<file path="src/rtl/cafe_pkg.sv">
// Shared grading definitions for the bean path (classifier and sorter gate).
// Holds the grade codes, the sorter FSM state encoding and the grade-to-bin mapping.
// No logic of its own; imported by the blocks that need it.
package cafe_pkg;

    localparam logic [1:0] GRADE_BAJA    = 2'b00;
    localparam logic [1:0] GRADE_MEDIA   = 2'b01;
    localparam logic [1:0] GRADE_ALTA    = 2'b10;
    localparam logic [1:0] GRADE_ILLEGAL = 2'b11;

    typedef enum logic [1:0] {
        ST_IDLE   = 2'b00,
        ST_SETTLE = 2'b01,
        ST_EJECT  = 2'b10,
        ST_GAP    = 2'b11
    } sorter_state_t;

    // An unknown grade goes to the reject bin so a classifier fault can
    // never promote a bean into a better grade.
    function automatic logic [1:0] grade_to_bin(input logic [1:0] g);
        return (g == GRADE_ILLEGAL) ? GRADE_BAJA : g;
    endfunction

endpackage

</file>
<file path="src/rtl/bean_sorter_gate_if.sv">
// Grade handshake between the classifier (master) and the sorter gate (slave).
// Latency: none, wires only.
// Backpressure: master holds grade stable while grade_valid && !grade_ready.
// Signals: grade_valid / grade[1:0] from master, grade_ready from slave.
interface bean_sorter_gate_if;

    logic       grade_valid;
    logic [1:0] grade;
    logic       grade_ready;

    modport master (
        output grade_valid,
        output grade,
        input  grade_ready
    );

    modport slave (
        input  grade_valid,
        input  grade,
        output grade_ready
    );

endinterface

</file>
<file path="src/rtl/sat_counter.sv">
// Saturating up-counter with synchronous clear; clear wins over increment.
// Latency: count reflects inc/clr one edge later.
// Backpressure: none; increments beyond all-ones are dropped.
// Ports: clk, rst_n (sync, active low), inc, clr, count[W-1:0].
module sat_counter #(
    parameter int W = 16
) (
    input  logic         clk,
    input  logic         rst_n,
    input  logic         inc,
    input  logic         clr,
    output logic [W-1:0] count
);

    always_ff @(posedge clk) begin
        if (!rst_n) begin
            count <= '0;
        end else if (clr) begin
            count <= '0;
        end else if (inc && (count != '1)) begin
            count <= count + 1'b1;
        end
    end

endmodule

</file>
<file path="src/rtl/bean_sorter_gate.sv">
// Steers the diverter to the bean's grade bin, waits for settle, fires a timed eject pulse.
// Latency: eject rises SETTLE_CYCLES+1 edges after acceptance on a gate change, next edge otherwise.
// Backpressure: grade_ready only in IDLE; upstream stalls for the whole sort of one bean.
// Ports: clk, rst_n (sync, active low), up (grade handshake, slave), gate_sel, eject, busy,
//        bad_grade, cnt_clear, cnt_baja/cnt_media/cnt_alta (saturating per-bin eject counts).
module bean_sorter_gate
    import cafe_pkg::*;
#(
    parameter int SETTLE_CYCLES = 8,
    parameter int PULSE_CYCLES  = 4,
    parameter int CNT_W         = 16
) (
    input  logic                clk,
    input  logic                rst_n,
    bean_sorter_gate_if.slave   up,
    output logic [1:0]          gate_sel,
    output logic                eject,
    output logic                busy,
    output logic                bad_grade,
    input  logic                cnt_clear,
    output logic [CNT_W-1:0]    cnt_baja,
    output logic [CNT_W-1:0]    cnt_media,
    output logic [CNT_W-1:0]    cnt_alta
);

    localparam logic [7:0] SETTLE_LOAD = 8'(SETTLE_CYCLES);
    localparam logic [7:0] PULSE_LOAD  = 8'(PULSE_CYCLES);

    sorter_state_t state_q, state_d;
    logic [7:0]    timer_q, timer_d;
    logic [1:0]    gate_d;
    logic          accept;
    logic [1:0]    bin;
    logic          enter_eject;

    assign accept = up.grade_valid && up.grade_ready;
    assign bin    = grade_to_bin(up.grade);

    // Timer counts down the cycles remaining in the current timed state;
    // the state is left on the edge where it reads 1.
    always_comb begin
        state_d = state_q;
        timer_d = timer_q;
        gate_d  = gate_sel;
        unique case (state_q)
            ST_IDLE: begin
                if (accept) begin
                    gate_d = bin;
                    if (bin != gate_sel) begin
                        state_d = ST_SETTLE;
                        timer_d = SETTLE_LOAD;
                    end else begin
                        state_d = ST_EJECT;
                        timer_d = PULSE_LOAD;
                    end
                end
            end
            ST_SETTLE: begin
                if (timer_q <= 8'd1) begin
                    state_d = ST_EJECT;
                    timer_d = PULSE_LOAD;
                end else begin
                    timer_d = timer_q - 8'd1;
                end
            end
            ST_EJECT: begin
                if (timer_q <= 8'd1) begin
                    state_d = ST_GAP;
                    timer_d = '0;
                end else begin
                    timer_d = timer_q - 8'd1;
                end
            end
            ST_GAP: begin
                state_d = ST_IDLE;
            end
            default: begin
                state_d = ST_IDLE;
                timer_d = '0;
            end
        endcase
    end

    always_ff @(posedge clk) begin
        if (!rst_n) begin
            state_q   <= ST_IDLE;
            timer_q   <= '0;
            gate_sel  <= GRADE_BAJA;
            bad_grade <= 1'b0;
        end else begin
            state_q   <= state_d;
            timer_q   <= timer_d;
            gate_sel  <= gate_d;
            bad_grade <= accept && (up.grade == GRADE_ILLEGAL);
        end
    end

    assign up.grade_ready = (state_q == ST_IDLE);
    assign busy           = (state_q != ST_IDLE);
    assign eject          = (state_q == ST_EJECT);

    // gate_d already names the destination bin on the edge entering EJECT,
    // whether that edge is the acceptance itself or the end of settle.
    assign enter_eject = (state_d == ST_EJECT) && (state_q != ST_EJECT);

    sat_counter #(.W(CNT_W)) u_cnt_baja (
        .clk   (clk),
        .rst_n (rst_n),
        .inc   (enter_eject && (gate_d == GRADE_BAJA)),
        .clr   (cnt_clear),
        .count (cnt_baja)
    );

    sat_counter #(.W(CNT_W)) u_cnt_media (
        .clk   (clk),
        .rst_n (rst_n),
        .inc   (enter_eject && (gate_d == GRADE_MEDIA)),
        .clr   (cnt_clear),
        .count (cnt_media)
    );

    sat_counter #(.W(CNT_W)) u_cnt_alta (
        .clk   (clk),
        .rst_n (rst_n),
        .inc   (enter_eject && (gate_d == GRADE_ALTA)),
        .clr   (cnt_clear),
        .count (cnt_alta)
    );

endmodule

</file>
<file path="src/flat_wrapper.sv">
// flat-port wrapper written by rule: the top's interface ports become plain ports
module bean_sorter_gate_flat import cafe_pkg::*;
#(
    parameter int SETTLE_CYCLES = 8,
    parameter int PULSE_CYCLES  = 4,
    parameter int CNT_W         = 16
)
  (clk, rst_n, gate_sel, eject, busy, bad_grade, cnt_clear, cnt_baja, cnt_media, cnt_alta, up_grade_valid, up_grade, up_grade_ready);
  bean_sorter_gate_if up_i ();
  input  logic clk;
  input  logic rst_n;
  output logic [1:0] gate_sel;
  output logic eject;
  output logic busy;
  output logic bad_grade;
  input  logic cnt_clear;
  output logic [CNT_W-1:0] cnt_baja;
  output logic [CNT_W-1:0] cnt_media;
  output logic [CNT_W-1:0] cnt_alta;
  input wire logic [$bits(up_i.grade_valid)-1:0] up_grade_valid;
  input wire logic [$bits(up_i.grade)-1:0] up_grade;
  output wire logic [$bits(up_i.grade_ready)-1:0] up_grade_ready;
  assign up_i.grade_valid = up_grade_valid;
  assign up_i.grade = up_grade;
  assign up_grade_ready = up_i.grade_ready;
  bean_sorter_gate #(.SETTLE_CYCLES(SETTLE_CYCLES), .PULSE_CYCLES(PULSE_CYCLES), .CNT_W(CNT_W)) u_core (.clk(clk), .rst_n(rst_n), .up(up_i), .gate_sel(gate_sel), .eject(eject), .busy(busy), .bad_grade(bad_grade), .cnt_clear(cnt_clear), .cnt_baja(cnt_baja), .cnt_media(cnt_media), .cnt_alta(cnt_alta));
endmodule
</file>
<file path="config.mk">
export PLATFORM = sky130hd
export DESIGN_NAME = bean_sorter_gate_flat
export DESIGN_NICKNAME = d
export VERILOG_FILES = /design/src/rtl/cafe_pkg.sv /design/src/rtl/bean_sorter_gate_if.sv /design/src/rtl/sat_counter.sv /design/src/rtl/bean_sorter_gate.sv /design/src/flat_wrapper.sv
export SDC_FILE = /design/constraint.sdc
export NUM_CORES = 1
export LEC_CHECK = 0
export BUFFER_PORTS_ARGS = -buffer_cell sky130_fd_sc_hd__buf_2
export CORE_MARGIN = 4
export CORE_UTILIZATION = 50
export CTS_BUF_LIST = sky130_fd_sc_hd__clkbuf_16
export DETAILED_ROUTE_END_ITERATION = 16
export PLACE_DENSITY = 0.7
export SYNTH_ARGS = -nofsm -noshare
export SYNTH_HDL_FRONTEND = slang
export SYNTH_HIERARCHICAL = 1
export SYNTH_SLANG_ARGS = --single-unit
</file>
<file path="constraint.sdc">
create_clock -name clk -period 4 [get_ports clk]
set_input_delay 0.8 -clock clk [delete_from_list [all_inputs] [get_ports clk]]
set_output_delay 0.8 -clock clk [all_outputs]
set_load 0.01 [all_outputs]
</file>
==> results of run 1 <==
cells by family (layout without fill, tap and decap cells):
family          Yosys count  count (layout)  share of synthesized area (%)
mux                       4               4                           1.16
xor+xnor                 19              19                           4.84
simple gates            174             174                           31.9
fa+ha+maj                 9               9                           3.28
compound gates           90              90                           21.2
buf+inv                  19              91                           2.07
flops                    61              61                           35.5
cell usage after synthesis, types with 4 or more instances:
master | n | area share (%)
ha_1 | 9 | 3.3
o31ai_1 | 7 | 1.5
nand4_4 | 6 | 3.7
nor2_1 | 47 | 5.1
nor4_1 | 11 | 2.0
and2_1 | 10 | 1.8
o311ai_0 | 6 | 1.5
nor2b_1 | 4 | 0.73
nand2_1 | 20 | 2.2
a21oi_1 | 16 | 2.3
inv_1 | 16 | 1.7
dfxtp_1 | 61 | 36
or3_1 | 7 | 1.3
nor3_1 | 7 | 1.0
and3_1 | 4 | 0.73
mux2i_1 | 4 | 1.2
nand3_1 | 13 | 1.9
and4_2 | 6 | 1.7
xor2_1 | 13 | 3.3
o41ai_1 | 6 | 1.5
or4_1 | 6 | 1.3
nand2b_1 | 7 | 1.3
o21ai_0 | 16 | 2.3
xnor2_1 | 6 | 1.5
nand4_1 | 7 | 1.3
worst paths after layout:
path                                    from                    endpoint  slack [ns]  cells after the start
hold reg to reg   u_core/u_cnt_baja/count[2]  u_core/u_cnt_baja/count[2]        0.52                      2
setup reg to reg           u_core/timer_q[0]  u_core/u_cnt_baja/count[9]        0.53                     11
hold / removal    u_core/u_cnt_baja/count[2]  u_core/u_cnt_baja/count[2]        0.52                      2
setup / recovery           u_core/timer_q[0]  u_core/u_cnt_baja/count[9]        0.53                     11
routing by layer:
metal  track usage [%]  vias to the layer above  part of all wire, %
met5                 0                        -                    0
met3              4.25                       10                  5.1
li1                  -                     1585                    -
met4              6.91                        0                  1.3
met1              26.8                     1451                   49
met2              28.9                       77                   44
metrics by stage:
stage | util [%] | setup slack, ns
2_1_floorplan | - | 0.960
3_3_place_gp | 58.8 | 0.661
3_5_place_dp | 58.8 | 0.591
4_1_cts | 63.1 | 0.563
5_1_grt | 63.1 | 0.343
6_report | 63.1 | 0.528
registers in the layout (all words and copies together) (netlist names):
register and count:
u_core/u_cnt_alta/count 16, u_core/u_cnt_baja/count 16, u_core/timer_q 8, u_core/gate_sel 2, u_core/u_cnt_media/count 16, u_core/bad_grade 1, u_core/state_q 2
worst max-delay path: cells and delay by family, from the launching register on:
family / cells / cell delay (ns)
fa+ha+maj: 1 / 0.24
buf+inv: 1 / 0.07
simple gates: 6 / 1.97
flops: 1 / 0.40
compound gates: 3 / 0.70
area by class of cell:
type / count / area [um^2]
clock buffers: 9 / 225
well taps: 77 / 96.3
inverters: 16 / 60.1
clock inverters: 7 / 57.6
fillers: 550 / 2390
repair buffers: 59 / 295
multi-input cells: 296 / 2150
flip-flops and latches: 61 / 1220
power by group through the flow:
stage / Combinational [mW] / Sequential (mW) / Clock (mW)
after global routing: 0.614 / 0.717 / 0.775
after global placement: 0.539 / 0.722 / 0
after floorplan: 0.431 / 0.713 / 0
after detailed placement: 0.541 / 0.722 / 0
final: 0.547 / 0.712 / 0.736
after CTS: 0.544 / 0.710 / 0.749
==> impl_metrics.tcl, run 1 <==
set metrics [dict create \
    synth_seq_cells 61 \
    p_clk_share_pct 36.9 \
    die_area_mm2 0.00827 \
    netlist_area_mm2 0.00344 \
    cts_buffer_depth 2 \
    setup_viol 0 \
    worst_hold_slack_ns 0.522 \
    final_area_mm2 0.00410 \
    async_reset_ff_share_pct 0 \
    first_iter_violations 101 \
    syn-num-nets 391 \
    dr.pass1.iters 4 \
    critPathMaxStageDelay_ns 0.51 \
    grt_util_all_layers_pct 19.2 \
    critical_path_class "reg2reg" \
    layout_commonest_cell "dfxtp_1" \
    clock_skew_ns 0.00516 \
    crit_path_end_kind "flip-flop" \
    ys_seq_area_share_pct 35.5 \
    ios 60 \
    synth_edf_count 0 \
    cp_max_fo 9 \
    areaGrowthSynthToFinish_pct 19.3 \
    grt_pass1_vias 2834 \
    nets 458 \
    clock_sinks 61 \
    root_buffer "clkbuf_16" \
    synth_cell_type_count 57 \
    grt_first_pass_wirelength_mm 13.4 \
    p_leak_nw 1.69 \
    viasPerCell 5.95 \
    maxSlewHeadroom_pct 59.9 \
    hold_violations 0 \
    initial_core_util_pct 52.9 \
    p_switching_mw 0.636 \
    required_ns 4.24 \
    p_sw_share_pct 31.9 \
    drive_gt1_share_pct 22.3 \
    finalCritPeriodShare_pct 86.8 \
    rsz0062_at_grt "no" \
    cp.arrival_ns 3.72 \
    cts_tree "done" \
    final_cell_mix "dfxtp_1, buf_2, nor2_1, nand2_1, inv_1" \
    yosys_most_used_dff "dfxtp_1" \
    num_antenna_cells 0 \
    wl_per_cell_um 14.9 \
    synthCells 376 \
    rows 29 \
    ir_drop_uv 343 \
    die_w_um 90.9 \
    hold_path.class "reg2reg" \
    yosysWarnings 6 \
    portBuffers 59 \
    postCtsHoldBufs 0 \
    worstSkewPairLatency_ns 0.32 \
    timing.fmax_ghz 0.288 \
    path_cells "inv_1, ha_1, or2_1, and3_2, a311oi_1, o22ai_1, nor3_1, and4_2, nand3_4, or4_1, a21oi_1" \
    startpoint_type "flip-flop" \
    p_total_mw 2.00 \
    sequentialPowerShare_pct 35.7 \
    overflow 0 \
    antenna_found_initial 0 \
    place_congestion 0.929 \
    cts_htree_levels 3 \
    cts_made_buffers 9 \
    path_clk_slew_ns 0.05 \
    layout.cells.non_filler 525 \
    die_y_um 90.9 \
    postCtsSetupRepairBufs 0 \
    routed-via-count 3123 \
    min_period_ns 3.47 \
    worst_path_max_delay_cell "nor3_1" \
    post_cts_resized 0 \
    pwr-share-comb_pct 27.4 \
    core_mm2 0.00649 \
    report.final.slew_viol_count 0 \
    grt_max_degree 12 \
    synth.avg_cell_area_um2 9.14 \
    dpl.hpwl_mm 5.57 \
    tightest_slew_ns 0.599 \
    placed_cell_area_mm2 0.00382 \
    fin_tns_setup_ns 0 \
    run_status "completed" \
    cap_violations 0 \
    ant_nets 0 \
    power.density_mw_per_mm2 486 \
    intPower_mw 1.36 \
    drt-total-wl_mm 7.84 \
    post-route-drc-count 0 \
    dp.cells 509 \
]
No activity file was read; power rests on OpenSTA's default activity.
==> inputs of run 2 (changes only) <==
--- a/config.mk
+++ b/config.mk
@@ -5,12 +5,14 @@
 export SDC_FILE = /design/constraint.sdc
 export NUM_CORES = 1
 export LEC_CHECK = 0
+export ABC_AREA = 1
 export BUFFER_PORTS_ARGS = -buffer_cell sky130_fd_sc_hd__buf_2
 export CORE_MARGIN = 4
 export CORE_UTILIZATION = 50
-export CTS_BUF_LIST = sky130_fd_sc_hd__clkbuf_16
+export CTS_BUF_LIST = sky130_fd_sc_hd__clkbuf_8 sky130_fd_sc_hd__clkbuf_16
 export DETAILED_ROUTE_END_ITERATION = 16
 export PLACE_DENSITY = 0.7
+export SKIP_LAST_GASP = 1
 export SYNTH_ARGS = -nofsm -noshare
 export SYNTH_HDL_FRONTEND = slang
 export SYNTH_HIERARCHICAL = 1
==> impl_metrics.tcl, run 2 <==
set metrics [dict create \
    grt_busiest_layer "met2" \
    cts_htree_levels 3 \
    ir_drop_uv 276 \
    p_leak_nw 1.68 \
    grt_pass1_vias 3336 \
    post-route-drc-count 0 \
    cp-startpoint "u_core/state_q[0]" \
    grt_first_pass_wirelength_mm 14.5 \
    rows 30 \
    netlist_area_mm2 0.00361 \
    die_w_um 92.9 \
    routed-via-count 3793 \
    reg2reg_to "u_core/u_cnt_media/count[8]" \
    num_antenna_cells 0 \
    cap_violations 0 \
    dr.pass1.iters 5 \
    yosysWarnings 6 \
    ios 60 \
    yosys-top-cells-area "dfxtp_1, nand2_1, nor2_1" \
    yosysTopAreaCell "dfxtp_1" \
    crit_path_end_kind "flip-flop" \
    grt_util_all_layers_pct 20.4 \
    drt-total-wl_mm 8.68 \
    layout.cells.non_filler 746 \
    die_y_um 92.9 \
    ant_nets 0 \
    placed_cell_area_mm2 0.00398 \
    first_iter_violations 152 \
    layout_commonest_cell "nand2_1" \
    post_cts_resized 0 \
    final_area_mm2 0.00420 \
    final_cell_mix "nand2_1, nor2_1, dfxtp_1, buf_2, inv_1" \
    synth_edf_count 0 \
    fin_util_pct 60.8 \
    viasPerCell 5.08 \
    postCtsSetupRepairBufs 0 \
    async_reset_ff_share_pct 0 \
    startpoint_type "flip-flop" \
    syn-num-nets 599 \
    regToRegSetupSlack_ns 1.19 \
    reg.largest.list "u_core/u_cnt_alta/count x16, u_core/u_cnt_baja/count x16, u_core/u_cnt_media/count x16" \
    maxSlewHeadroom_pct 29.6 \
    yosysMostFrequentCell "nand2_1" \
    dp.cells 730 \
    nFillCells 685 \
    min_period_ns 2.81 \
    netlist_top_cells_count "nand2_1, nor2_1, dfxtp_1" \
    reg2reg_from "u_core/state_q[0]" \
    overflow 0 \
    tightest_slew_ns 1.05 \
    areaGrowthSynthToFinish_pct 16.5 \
    initial_core_util_pct 52.2 \
    worstRegToRegCells 17 \
    grt_max_degree 21 \
    synthCells 584 \
    fin_tns_setup_ns 0 \
    grt_util_met1_pct 25.8 \
    postCtsHoldBufs 0 \
    hold_violations 0 \
    ys_seq_area_share_pct 33.9 \
    hold_depth 2 \
    cts_made_buffers 9 \
    worstSkewPairLatency_ns 0.34 \
    required_ns 4.23 \
    synth_seq_cells 61 \
    nets 660 \
    clock_skew_ns 0.0153 \
    root_buffer "clkbuf_8" \
    rsz0062_at_grt "no" \
    portBuffers 59 \
    synth_cell_type_count 28 \
    cts_tree "done" \
    cts_buffer_depth 2 \
    p_total_mw 1.75 \
    timing.fmax_ghz 0.356 \
    cp.arrival_ns 3.04 \
    yosys_most_used_dff "dfxtp_1" \
    critical_path_class "reg2reg" \
    die_area_mm2 0.00864 \
    antenna_found_initial 0 \
    power.density_mw_per_mm2 416 \
    met3_usage_pct 5.04 \
    dpl.hpwl_mm 6.34 \
    synth.top_cell.area_share_pct 33.9 \
    finalCritPeriodShare_pct 70.2 \
    run_status "completed" \
    path_clk_slew_ns 0.08 \
    cp_max_fo 6 \
    setup_viol 0 \
    place_congestion 0.910 \
    drive_gt1_share_pct 16.5 \
    report.final.slew_viol_count 0 \
    hold_path.class "reg2reg" \
    grt_use_met2_pct 34.1 \
    core_mm2 0.00691 \
    crit_end "u_core/u_cnt_media/count[8]" \
    clock_sinks 61 \
    wl_per_cell_um 11.6 \
    synth.avg_cell_area_um2 6.17 \
]
## run 2: worst max-delay path, cell delays in order (launching register included)
cell and delay [ns]:
dfxtp_1 0.39, inv_1 0.11, ha_1 0.30, nand2_1 0.14, clkinv_2 0.11, o21ai_2 0.18
inv_2 0.05, or2_0 0.21, nor3_2 0.41, nand2_1 0.13, inv_1 0.11, nand2_1 0.11
inv_1 0.10, nand2_1 0.05, nor2_1 0.13, nand2_1 0.07, nand2_1 0.06, nor2_1 0.05
## run 2: area by class of cell
cell class	count	area, um^2	share of cell area, %
well taps	96	120	2.86
flip-flops and latches	61	1220	29.1
inverters	58	219	5.21
clock buffers	11	151	3.60
clock inverters	5	73.8	1.76
multi-input cells	456	2120	50.5
repair buffers	59	295	7.03
## run 2: how the worst min path moves through the flow
stage | startpoint | endpoint | slack (ns)
2_1_floorplan | u_core/timer_q[1] | u_core/timer_q[1] | 0.45
3_3_place_gp | u_core/timer_q[1] | u_core/timer_q[1] | 0.47
3_5_place_dp | u_core/timer_q[1] | u_core/timer_q[1] | 0.48
4_1_cts | u_core/timer_q[1] | u_core/timer_q[1] | 0.49
5_1_grt | u_core/timer_q[1] | u_core/timer_q[1] | 0.52
6_report | u_core/timer_q[1] | u_core/timer_q[1] | 0.49
## run 2: layer usage
layer / wire (um) / share of wire [%] / vias to the layer above
li1: - / - / 1987
met1: 4040 / 46 / 1697
met3: 498 / 5.7 / 5
met2: 4070 / 47 / 104
met4: 82 / 0.94 / 0
met5: 0 / 0 / -
## run 2: kinds of logic after synthesis
| group | Yosys count | share of synthesized area, % |
|---|---|---|
| AOI/OAI and AO/OA | 65 | 9.61 |
| xor gates and xnor gates | 6 | 1.46 |
| adders and majority gates | 9 | 3.12 |
| buffers and inverters | 67 | 7.32 |
| DFF | 61 | 33.9 |
| and+or+nand+nor | 376 | 44.6 |
## run 2: through the flow
step	hold WS [ns]	setup slack, ns
finish	0.487	1.19
detailed placement	0.475	1.10
CTS	0.487	1.21
floorplan	0.453	1.61
global placement	0.469	1.19
global route	0.519	0.853
## run 2: where the power goes
group          leakage (nW)  total (mW)  internal [mW]  switching (mW)
Sequential            0.493       0.680          0.643          0.0374
Combinational          1.07       0.435          0.153           0.283
Clock                 0.121       0.631          0.381           0.250
Total                  1.68        1.75           1.18           0.571
